File: config.mk
export PLATFORM = sky130hd
export DESIGN_NAME = apb_master_port
export DESIGN_NICKNAME = d
export VERILOG_FILES = /design/src/rtl/apb_master_port.sv
export SDC_FILE = /design/constraint.sdc
export NUM_CORES = 1
export LEC_CHECK = 0
export ABC_CLOCK_PERIOD_IN_PS = 4100
export CORE_MARGIN = 8
export CORE_UTILIZATION = 41
export DETAILED_ROUTE_END_ITERATION = 8
export GPL_ROUTABILITY_DRIVEN = 0
export PLACE_DENSITY = 0.84
export SETUP_SLACK_MARGIN = 0.02
export SLEW_MARGIN = 30
export SYNTH_ARGS = -nofsm -noshare
export SYNTH_HDL_FRONTEND = slang
export SYNTH_SLANG_ARGS = --single-unit
File: constraint.sdc
create_clock -name pclk_i -period 4.1 [get_ports pclk_i]
set_clock_uncertainty 0.2 [all_clocks]
set_input_delay 0.615 -clock pclk_i [delete_from_list [all_inputs] [get_ports pclk_i]]
set_output_delay 0.615 -clock pclk_i [all_outputs]
set_load 0.005 [all_outputs]
File: src/rtl/apb_master_port.sv
// rtl/apb_master_port.sv - APB4 requester turning single-beat commands into APB transfers
// Optional ACCESS watchdog compiled in with `define APB_MASTER_TIMEOUT_EN.
module apb_master_port #(
  parameter int APB_ADDRWIDTH  = 16,
  parameter int APB_DATAWIDTH  = 32,
  parameter int TIMEOUT_CYCLES = 16
) (
  input  logic                     pclk_i,
  input  logic                     prst_i,
  input  logic                     cmd_valid_i,
  output logic                     cmd_ready_o,
  input  logic                     cmd_write_i,
  input  logic [APB_ADDRWIDTH-1:0] cmd_addr_i,
  input  logic [APB_DATAWIDTH-1:0] cmd_wdata_i,
  input  logic [3:0]               cmd_strb_i,
  output logic                     rsp_valid_o,
  output logic [APB_DATAWIDTH-1:0] rsp_rdata_o,
  output logic                     rsp_err_o,
  output logic [APB_ADDRWIDTH-1:0] paddr_o,
  output logic                     psel_o,
  output logic                     penable_o,
  output logic                     pwrite_o,
  output logic [APB_DATAWIDTH-1:0] pwdata_o,
  output logic [3:0]               pstrb_o,
  input  logic                     pready_i,
  input  logic [APB_DATAWIDTH-1:0] prdata_i,
  input  logic                     pslverr_i
);

  localparam int         STRB_W    = APB_DATAWIDTH / 8;
  localparam logic [3:0] STRB_MASK = 4'((1 << STRB_W) - 1);

  if (TIMEOUT_CYCLES < 1 ||
      !(APB_DATAWIDTH == 8 || APB_DATAWIDTH == 16 || APB_DATAWIDTH == 32)) begin : g_param_check
    $error("apb_master_port: illegal APB_DATAWIDTH or TIMEOUT_CYCLES");
  end

  typedef enum logic [1:0] {
    IDLE,
    SETUP,
    ACCESS
  } state_t;

  state_t state;

`ifdef APB_MASTER_TIMEOUT_EN
  localparam int              TMO_W    = $clog2(TIMEOUT_CYCLES + 1);
  localparam logic [TMO_W-1:0] TMO_LAST = TMO_W'(TIMEOUT_CYCLES - 1);
  logic [TMO_W-1:0] tmo_cnt;
`endif

  assign cmd_ready_o = (state == IDLE) && !prst_i;

  // The APB outputs double as the command register: loaded on accept, zeroed on return to IDLE.
  always_ff @(posedge pclk_i) begin
    if (prst_i) begin
      state       <= IDLE;
      psel_o      <= 1'b0;
      penable_o   <= 1'b0;
      pwrite_o    <= 1'b0;
      paddr_o     <= '0;
      pwdata_o    <= '0;
      pstrb_o     <= 4'h0;
      rsp_valid_o <= 1'b0;
      rsp_rdata_o <= '0;
      rsp_err_o   <= 1'b0;
`ifdef APB_MASTER_TIMEOUT_EN
      tmo_cnt     <= '0;
`endif
    end else begin
      rsp_valid_o <= 1'b0;
      rsp_rdata_o <= '0;
      rsp_err_o   <= 1'b0;
      case (state)
        IDLE: begin
          if (cmd_valid_i) begin
            state     <= SETUP;
            psel_o    <= 1'b1;
            penable_o <= 1'b0;
            pwrite_o  <= cmd_write_i;
            paddr_o   <= cmd_addr_i;
            pwdata_o  <= cmd_write_i ? cmd_wdata_i : '0;
            pstrb_o   <= cmd_write_i ? (cmd_strb_i & STRB_MASK) : 4'h0;
`ifdef APB_MASTER_TIMEOUT_EN
            tmo_cnt   <= '0;
`endif
          end
        end
        SETUP: begin
          state     <= ACCESS;
          penable_o <= 1'b1;
        end
        ACCESS: begin
          if (pready_i) begin
            state       <= IDLE;
            rsp_valid_o <= 1'b1;
            rsp_rdata_o <= pwrite_o ? '0 : prdata_i;
            rsp_err_o   <= pslverr_i;
            psel_o      <= 1'b0;
            penable_o   <= 1'b0;
            pwrite_o    <= 1'b0;
            paddr_o     <= '0;
            pwdata_o    <= '0;
            pstrb_o     <= 4'h0;
          end
`ifdef APB_MASTER_TIMEOUT_EN
          // This cycle is the TIMEOUT_CYCLES-th unanswered ACCESS cycle: abort with error.
          else if (tmo_cnt == TMO_LAST) begin
            state       <= IDLE;
            rsp_valid_o <= 1'b1;
            rsp_err_o   <= 1'b1;
            psel_o      <= 1'b0;
            penable_o   <= 1'b0;
            pwrite_o    <= 1'b0;
            paddr_o     <= '0;
            pwdata_o    <= '0;
            pstrb_o     <= 4'h0;
          end else begin
            tmo_cnt <= tmo_cnt + 1'b1;
          end
`endif
        end
        default: begin
          state     <= IDLE;
          psel_o    <= 1'b0;
          penable_o <= 1'b0;
        end
      endcase
    end
  end

endmodule

==> results of run 1 <==
registers in the layout, indices dropped and copies added (netlist names):
name,count
psel_o,1
rsp_valid_o,1
rsp_err_o,1
rsp_rdata_o,32
pwrite_o,1
paddr_o,16
state,2
pstrb_o,4
pwdata_o,32
layer usage:
layer | vias up | part of all wire, %
li1 | 1386 | -
met1 | 1379 | 39
met2 | 139 | 47
met3 | 16 | 12
met4 | 0 | 1.9
met5 | - | 0
power breakdown:
part / internal, mW / total [mW] / switching [mW]
clock: 0.346 / 0.660 / 0.314
combinational: 0.170 / 0.268 / 0.0976
sequential: 0.907 / 0.935 / 0.0285
total: 1.42 / 1.86 / 0.440
Yosys cell counts:
master	count	share of area, %
dfxtp_1	90	55
mux2i_1	37	11
nand2_1	37	4.3
o2111ai_1	36	9.7
and2_1	33	6.3
clkbuf_1	20	2.3
a22o_1	17	4.6
buf_6	6	2.1
buf_2	2	0.31
inv_2	2	0.23
nor2_1	2	0.23
nor3_1	2	0.31
a21oi_1	1	0.15
a2bb2oi_1	1	0.27
buf_1	1	0.12
buf_4	1	0.23
nand2b_1	1	0.19
nor2_4	1	0.35
nor3_4	1	0.50
nor3b_1	1	0.23
nor4_4	1	0.65
o21a_1	1	0.23
o21ai_0	1	0.15
cell type report:
type / count / share of cell area (%)
timing repair buffer: 184 / 34.75
inverter: 2 / 0.1423
tap: 102 / 2.419
sequential: 90 / 34.23
clock inverter: 6 / 1.660
multi-input combinational: 173 / 24.38
clock buffer: 10 / 2.419
tightest hold or removal path, stage by stage, from the launching register on:
cell and delay, ps:
dfxtp_1 320, nand2_1 50, mux2i_1 50
placed cells by master (no fill, tap or decap):
master           instances
buf_6                    1
inv_2                    2
mux2i_1                 37
a2bb2oi_1                1
o21ai_0                  1
nor4_4                   1
inv_6                    2
nor3_1                   2
a22o_1                  17
o21a_1                   1
nor3_4                   1
clkinv_2                 2
clkbuf_8                 9
a21oi_1                  1
o2111ai_1               36
nor2_4                   1
clkbuf_1                 1
nand2b_1                 1
bufinv_16                2
clkdlybuf4s50_1        179
nor3b_1                  1
dfxtp_4                  1
dfxtp_1                 89
buf_4                    4
and2_1                  33
nor2_1                   2
nand2_1                 37
worst max-delay path by stage:
stage / startpoint / end / slack [ps] / depth (start not counted)
after floorplan: prst_i / cmd_ready_o / 2340 / 2
after CTS: prst_i / cmd_ready_o / 1180 / 3
after global routing: prst_i / cmd_ready_o / 1120 / 3
after detailed placement: prst_i / cmd_ready_o / 1260 / 3
final: prst_i / cmd_ready_o / 1210 / 3
after global placement: prst_i / cmd_ready_o / 1310 / 3
through the flow:
stage	std cells	setup WS [ps]	util [%]	area (um^2)
detailed placement	551	1258	65.45	5057
global route	567	1120	68.26	5275
floorplan	295	2336	-	3259
global placement	550	1312	65.30	5046
finish	567	1211	68.26	5275
CTS	567	1178	68.23	5273
cell families after synthesis:
logic type             Yosys count
DFF                             90
and+or+nand+nor                 79
muxes                           37
AOI/OAI and AO/OA               57
buffers and inverters           32
==> flow_metrics.tcl, run 1 <==
set metrics [dict create \
    syn_nets 385 \
    drt-initial-drc-count 107 \
    area_growth_pct 61.84 \
    worstHoldPathType "reg2reg" \
    yosys_warnings 0 \
    die_h_um 105.2 \
    clock_path_buffers 2 \
    fin_crit_ps 2889 \
    post_drt_wl_per_cell_um 18.79 \
    cp_top_family "buffers and inverters" \
    synth_cell_types 23 \
    hold_ws_ps 259.8 \
    ff2ff_setup_slack_ps 2170 \
    ant_nets 0 \
    syn_inst 295 \
    cts-buffers-inserted 9 \
    power.total_mw 1.863 \
    antenna_found_initial 0 \
    grt_use_met1_pct 20.48 \
    rsz0062_at_grt "no" \
    syn-cell-area_um2 3259 \
    postCtsSetupRepairBufs 0 \
    fp.dieW_um 105.2 \
    worst_r2r_endpoint "paddr_o[11]" \
    multi_input_area_um2 1286 \
    synth-seq-cells 90 \
    die_area_um2 11060 \
    layout.filler_cells 567 \
    drive_above_1_share_pct 5.591 \
    path_buf_inv 2 \
    port_buffers 179 \
    cp_cell_sequence "clkdlybuf4s50_1 -> nor3_1 -> clkdlybuf4s50_1" \
    cts_tree "yes" \
    critPathLaunchType "input pin" \
    core-area_um2 7727 \
    seq_area_um2 1805 \
    min-delay-start "pwdata_o[29]" \
    crit_top_cell "clkdlybuf4s50_1" \
    n_antenna_cell 0 \
    slowest_stage "clkdlybuf4s50_1" \
    wirelength_mm 10.66 \
    clk_pin_slew_ps 90 \
    cts_resized 0 \
    rr_startpoint "state[1]" \
    hold_depth 2 \
    vdd_drop_max_mv 0.2351 \
    clock-root-buffer "clkbuf_8" \
    grt_max_degree 47 \
    num_vias 2920 \
    r2r_cells 3 \
    grt_use_met2_pct 30.27 \
    relSlewSlack_pct 54.20 \
    crit_type "in2out" \
    grt-ovfl-total 0 \
    slowest_delay_ps 620 \
    grt_pass1_vias 3091 \
    drt-pass1-iter-count 4 \
    synth_compound_area_share_pct 15.05 \
    htreeDepth 3 \
    postCtsHoldBufs 0 \
    avgSynthCellArea_um2 11.05 \
    report.final.slew_viol_count 0 \
    worst_setup_path_end_kind "output port" \
    fin_crit_sh_pct 70.45 \
    nets 550 \
    synth_top_family_by_area "compound AO/OA/AOI/OAI gates" \
    setup_viol 0 \
    max_clock_freq_mhz 346.2 \
    leakage_nw 1.961 \
    synth-xor-area-share_pct 0 \
    arrival_ps 2070 \
    grt_busiest_layer "met2" \
    remaining_drc_errors 0 \
    ios 180 \
    vias_per_cell 5.150 \
    power_density_nw_per_um2 353.2 \
    cp_max_fo 7 \
    grt_pass1_wl_mm 16.91 \
    synthMuxAreaShare_pct 11.36 \
    synthAdderAreaFrac_pct 0 \
    synth-seq-area-share_pct 55.28 \
    cp_data_required_time_ps 3280 \
    whs_endpoint "pwdata_o[29]" \
    worst_slew_pin_slew_ps 684.7 \
    yosys.area_share.simple_pct 13.05 \
    start_util_pct 42.18 \
    rows 32 \
    clock_sinks 90 \
    clkLatencyLatePin_ps 340 \
    grt_use_met3_pct 10.69 \
    hold_viol_final 0 \
    dpl.hpwl_mm 7.768 \
    setup_tns_ps 0 \
    maxCapViolations 0 \
    status "completed" \
    track_usage_pct 18.88 \
]
No activity file was read; power rests on OpenSTA's default activity.
==> inputs of run 2 (changes only) <==
ABC_CLOCK_PERIOD_IN_PS = 2780   (was 4100)
CORE_UTILIZATION = 38   (was 41)
PLACE_DENSITY = 0.79   (was 0.84)
clock period = 2.78 ns   (was 4.1 ns; I/O delays follow)
==> run 2 against run 1 <==
Net effect:
- clock power rose by 45%
- critical path depth down 1
- hold slack gained 0.94 ps
- first-iteration DRC count decreased by 0.93%
- sequential share of layout area decreased by 0.20 points
- cell count grew 0.71%
- combinational power is 52% higher
- critical path type is now reg2out
- largest cell class unchanged
==> flow_metrics.tcl, run 2 (synthesis results as in run 1) <==
set metrics [dict create \
    fp.dieW_um 108.6 \
    rows 33 \
    power_density_nw_per_um2 517.2 \
    worst_r2r_endpoint "pwrite_o" \
    relSlewSlack_pct 55.96 \
    critPathLaunchType "flip-flop" \
    fin_crit_sh_pct 82.20 \
    antenna_found_initial 0 \
    dp_slack_ps 543.1 \
    grt-ovfl-total 0 \
    max_clock_freq_mhz 437.6 \
    place_inst 556 \
    layout_common_cells "179 x clkdlybuf4s50_1, 89 x dfxtp_1, 37 x nand2_1, 37 x mux2i_1, 36 x o2111ai_1" \
    postCtsHoldBufs 0 \
    clock_path_buffers 2 \
    setup_tns_ps 0 \
    fin_crit_ps 2285 \
    rsz0062_at_grt "no" \
    clock-root-buffer "clkbuf_8" \
    num_vias 2874 \
    grt_pass1_vias 3035 \
    grt_max_degree 43 \
    core-area_um2 8258 \
    final_common_cell "clkdlybuf4s50_1" \
    vdd_drop_max_mv 0.2885 \
    rr_startpoint "state[0]" \
    wirelength_mm 10.65 \
    layout.filler_cells 670 \
    cts-buffers-inserted 9 \
    drt-initial-drc-count 106 \
    status "completed" \
    die_h_um 108.6 \
    whs_endpoint "pwdata_o[5]" \
    worst_setup_path_end_kind "output port" \
    worst_slew_pin_slew_ps 658.4 \
    cts_resized 0 \
    drt-pass1-iter-count 4 \
    seq_area_um2 1803 \
    port_buffers 179 \
    track_usage_pct 17.79 \
    instances_no_fill 571 \
    ant_nets 0 \
    reg_top3 "pwdata_o: 32 flops, rsp_rdata_o: 32 flops, paddr_o: 16 flops" \
    ff2ff_setup_slack_ps 630 \
    hold_viol_final 0 \
    clk_pin_slew_ps 90 \
    leakage_nw 1.969 \
    ios 180 \
    setup_ws_ps 494.8 \
    setup_viol 0 \
    min-delay-start "pwdata_o[5]" \
    crit_type "reg2out" \
    cp_data_required_time_ps 2160 \
    post_drt_wl_per_cell_um 18.65 \
    grt_pass1_wl_mm 16.49 \
    vias_per_cell 5.033 \
    report.final.slew_viol_count 0 \
    hold_ws_ps 260.8 \
    worstHoldPathType "reg2reg" \
    hold_depth 2 \
    clock_sinks 90 \
    die_area_um2 11800 \
    htreeDepth 3 \
    dpl.hpwl_mm 7.812 \
    clkLatencyLatePin_ps 340 \
    nets 552 \
    drive_above_1_share_pct 6.009 \
    r2r_cells 3 \
    arrival_ps 1670 \
    multi_input_area_um2 1286 \
    start_util_pct 39.47 \
    remaining_drc_errors 0 \
    n_antenna_cell 0 \
    cp_max_fo 26 \
    maxCapViolations 0 \
    area_growth_pct 62.57 \
    cts_tree "yes" \
    postCtsSetupRepairBufs 0 \
    final_util_pct 64.17 \
]
[run 2: cell type report]
class / count / area share [%]
flip-flops and latches: 90 / 34.03
multi-input cells: 173 / 24.27
clock inverters: 6 / 1.700
clock buffers: 9 / 2.338
inverters: 2 / 0.1417
repair buffers: 186 / 35.04
well taps: 105 / 2.479
[run 2: worst max path at each step]
stage,from,to,slack (ps),cells after the start
floorplan,prst_i,paddr_o[10],1240,6
global placement,prst_i,cmd_ready_o,610,3
detailed placement,pready_i,paddr_o[10],540,4
CTS,state[0],cmd_ready_o,490,2
global route,state[0],cmd_ready_o,410,2
finish,state[0],cmd_ready_o,490,2
[run 2: metal layers]
metal / GRT usage [%] / up-vias / share of wire [%]
met5: 0 / - / 0
met4: 6.647 / 0 / 1.3
met3: 11.15 / 10 / 14
met2: 27.59 / 140 / 46
met1: 19.35 / 1332 / 38
li1: - / 1392 / -
[run 2: report_power, final]
part	internal, mW	switching, mW
Clock	0.506	0.453
Combinational	0.256	0.152
Sequential	1.34	0.0355
[run 2: worst max-delay path: stages, from the launching register on]
cell,delay [ps]
dfxtp_2,710
nor3_1,100
clkdlybuf4s50_1,510
[run 2: per-stage QoR]
stage               instance area (um^2)  total power [mW]
finish                              5299             2.741
global route                        5299             2.855
CTS                                 5299             2.777
detailed placement                  5085             1.813
global placement                    5085             1.803
floorplan                           3259             1.557
==> RTL edit, RTL diff (settings of run 2) <==
The 3 states of `state_t` get a one-hot encoding in 3 bits.
--- a/src/rtl/apb_master_port.sv
+++ b/src/rtl/apb_master_port.sv
@@ -35,10 +35,10 @@
     $error("apb_master_port: illegal APB_DATAWIDTH or TIMEOUT_CYCLES");
   end
 
-  typedef enum logic [1:0] {
-    IDLE,
-    SETUP,
-    ACCESS
+  typedef enum logic [2:0] {
+    IDLE   = 3'b001,
+    SETUP  = 3'b010,
+    ACCESS = 3'b100
   } state_t;
 
   state_t state;
Function: same outputs for any inputs over 4 cycles, from zero or initial values and one cycle with prst_i high; so few cycles prove little.
==> RTL edit against run 2 <==
Via count is 3.0% higher; routed wire length down 5.5%; synthesized area grew 8.5%; total power is 2.8% lower; sequential cell count grew 1; cell area is 5.2% higher; setup slack got worse by 140 ps; critical path type unchanged.
==> RTL edit: results (changes against run 2) <==
* Required time worst endpoint at 2160 ps (about the same)
* Worst Hold Margin at 204 ps (was 261 ps)
* Wire length per cell at 16.3 um (was 18.6 um)
* WL met1 at 3.77 mm (was 4.10 mm)
* Syn Inst Count at 334 (was 295)
* CTS Buf Count at 9 (unchanged)
* WL met3 at 1.38 mm (was 1.52 mm)
* P_leak at 2.18 nW (was 1.97 nW)
* Pre-CTS WS at 433 ps (was 543 ps)
* Fmax achieved at 0.412 GHz (was 0.438 GHz)
* Status: finished clean (unchanged)
* Synth area leaders: dfxtp_1 (52%), mux2i_1 (11%), nand2b_1 (6.9%) (was dfxtp_1 (55%), mux2i_1 (11%), o2111ai_1 (9.7%))
* Area after DPL at 5380 um2 (was 5080 um2)
* Xor/xnor cell area share of the yosys netlist at 0.00248 (was 0)
* Share of cells above drive strength 1 at 0.0925 (was 0.0601)
* R2r setup slk at 620 ps
* All-Layer GR Usage at 0.158 (was 0.178)
* Synth top cells by count: dfxtp_1 (91), nand2b_1 (39), mux2i_1 (38), nand3_1 (36), and2_1 (34) (was dfxtp_1 (90), mux2i_1 (37), nand2_1 (37), o2111ai_1 (36), and2_1 (33))
* Insertion delay to the later sink of the worst-skew pair at 360 ps (was 340 ps)
* Largest net degree at the start of global routing at 42 (was 43)
* Slowest-stage cell, CP: clkdlybuf4s50_1 (was dfxtp_2)
* WL met2 at 4.77 mm (was 4.89 mm)
* Synth unique cells at 30 (was 23)
* Post-synthesis sequential area ratio at 0.515 (was 0.553)
* Post-CTS Resized at 0 (unchanged)
* Share of flip-flops with an asynchronous set or reset at 0 (unchanged)
* Via count at 2,959 (was 2,874)
* Iteration-0 DRC count of the detailed router at 72 (was 106)
* Peak supply drop at 340 uV (was 288 uV)
* Hold Path Class: in -> reg (was reg -> reg)
* Drt total wl at 10.1 mm (was 10.6 mm)
* NumNets Final at 593 (was 552)
* Vias in the first global route at 3,189 (was 3,035)
* Synth Net Count at 424 (was 385)
* CTS H-tree depth at 3 (unchanged)
* CP max stage delay at 600 ps (was 710 ps)
* First drt pass iteration count at 4 (unchanged)
* CP top delay family: buffers and inverters (was flip-flops)
* Detailed placement HPWL at 7.47 mm (was 7.81 mm)
* Worst-path maximum fanout at 8 (was 26)
* Mux contribution to synthesized area at 0.159 (was 0.114)
* First-pass GRT wire length at 16.1 mm (was 16.5 mm)
* Post-synthesis compound-gate area fraction at 0.0110 (was 0.150)
* Worst slew pin tran at 817 ps (was 658 ps)
* Placed insts at 603 (was 556)
RTL edit: cell count changes in the layout (fill, tap and decap cells not counted), sizes merged, moves of 2 or more:
cell,before,now
nand2b,1,39
nand3,0,36
bufinv,2,0
and4bb,0,2
nor2b,0,17
nor3b,1,17
nand2,37,1
buf,7,9
inv,4,6
a22o,17,0
o2111ai,36,0
mux2,0,16
RTL edit: where the power goes:
group / leakage (nW) / switching [mW] / total (mW) / internal [mW]
Clock: 0.0962 / 0.532 / 0.884 / 0.352
Combinational: 1.35 / 0.132 / 0.405 / 0.273
Sequential: 0.739 / 0.0272 / 1.38 / 1.35
RTL edit: path summary, 6_finish.rpt:
path | from | endpoint | cells after the start
worst max register to register | state[2] | rsp_rdata_o[7] | 3
worst max-delay path | state[0] | cmd_ready_o | 2
worst min register to register | psel_o | psel_o | 2
worst min-delay path | prst_i | state[1] | 3
RTL edit: per-layer routing:
| metal | track usage | up-vias |
|---|---|---|
| met5 | 0 | - |
| li1 | - | 1448 |
| met3 | 0.104 | 12 |
| met4 | 0.0531 | 0 |
| met2 | 0.264 | 112 |
| met1 | 0.157 | 1387 |
RTL edit: area by class of cell:
| type | count | area (um2) |
|---|---|---|
| Clock buffer | 9 | 124 |
| Clock inverter | 7 | 67.6 |
| Fill cell | 758 | 3580 |
| Inverter | 1 | 3.75 |
| Multi-Input combinational cell | 213 | 1570 |
| Sequential cell | 91 | 1820 |
| Tap cell | 111 | 139 |
| Timing Repair Buffer | 187 | 1850 |
RTL edit: logic make-up (layout without fill, tap and decap cells):
group                     after synthesis  in the layout
AOI/OAI and AO/OA                       5              5
xor gates and xnor gates                1              1
buffers and inverters                  30            204
DFF                                    91             91
muxes                                  54             54
and+or+nand+nor                       153            153
RTL edit: worst min-delay path, stage by stage:
cell	delay, ps
buf_2	100
nor4b_1	60
and2_1	140
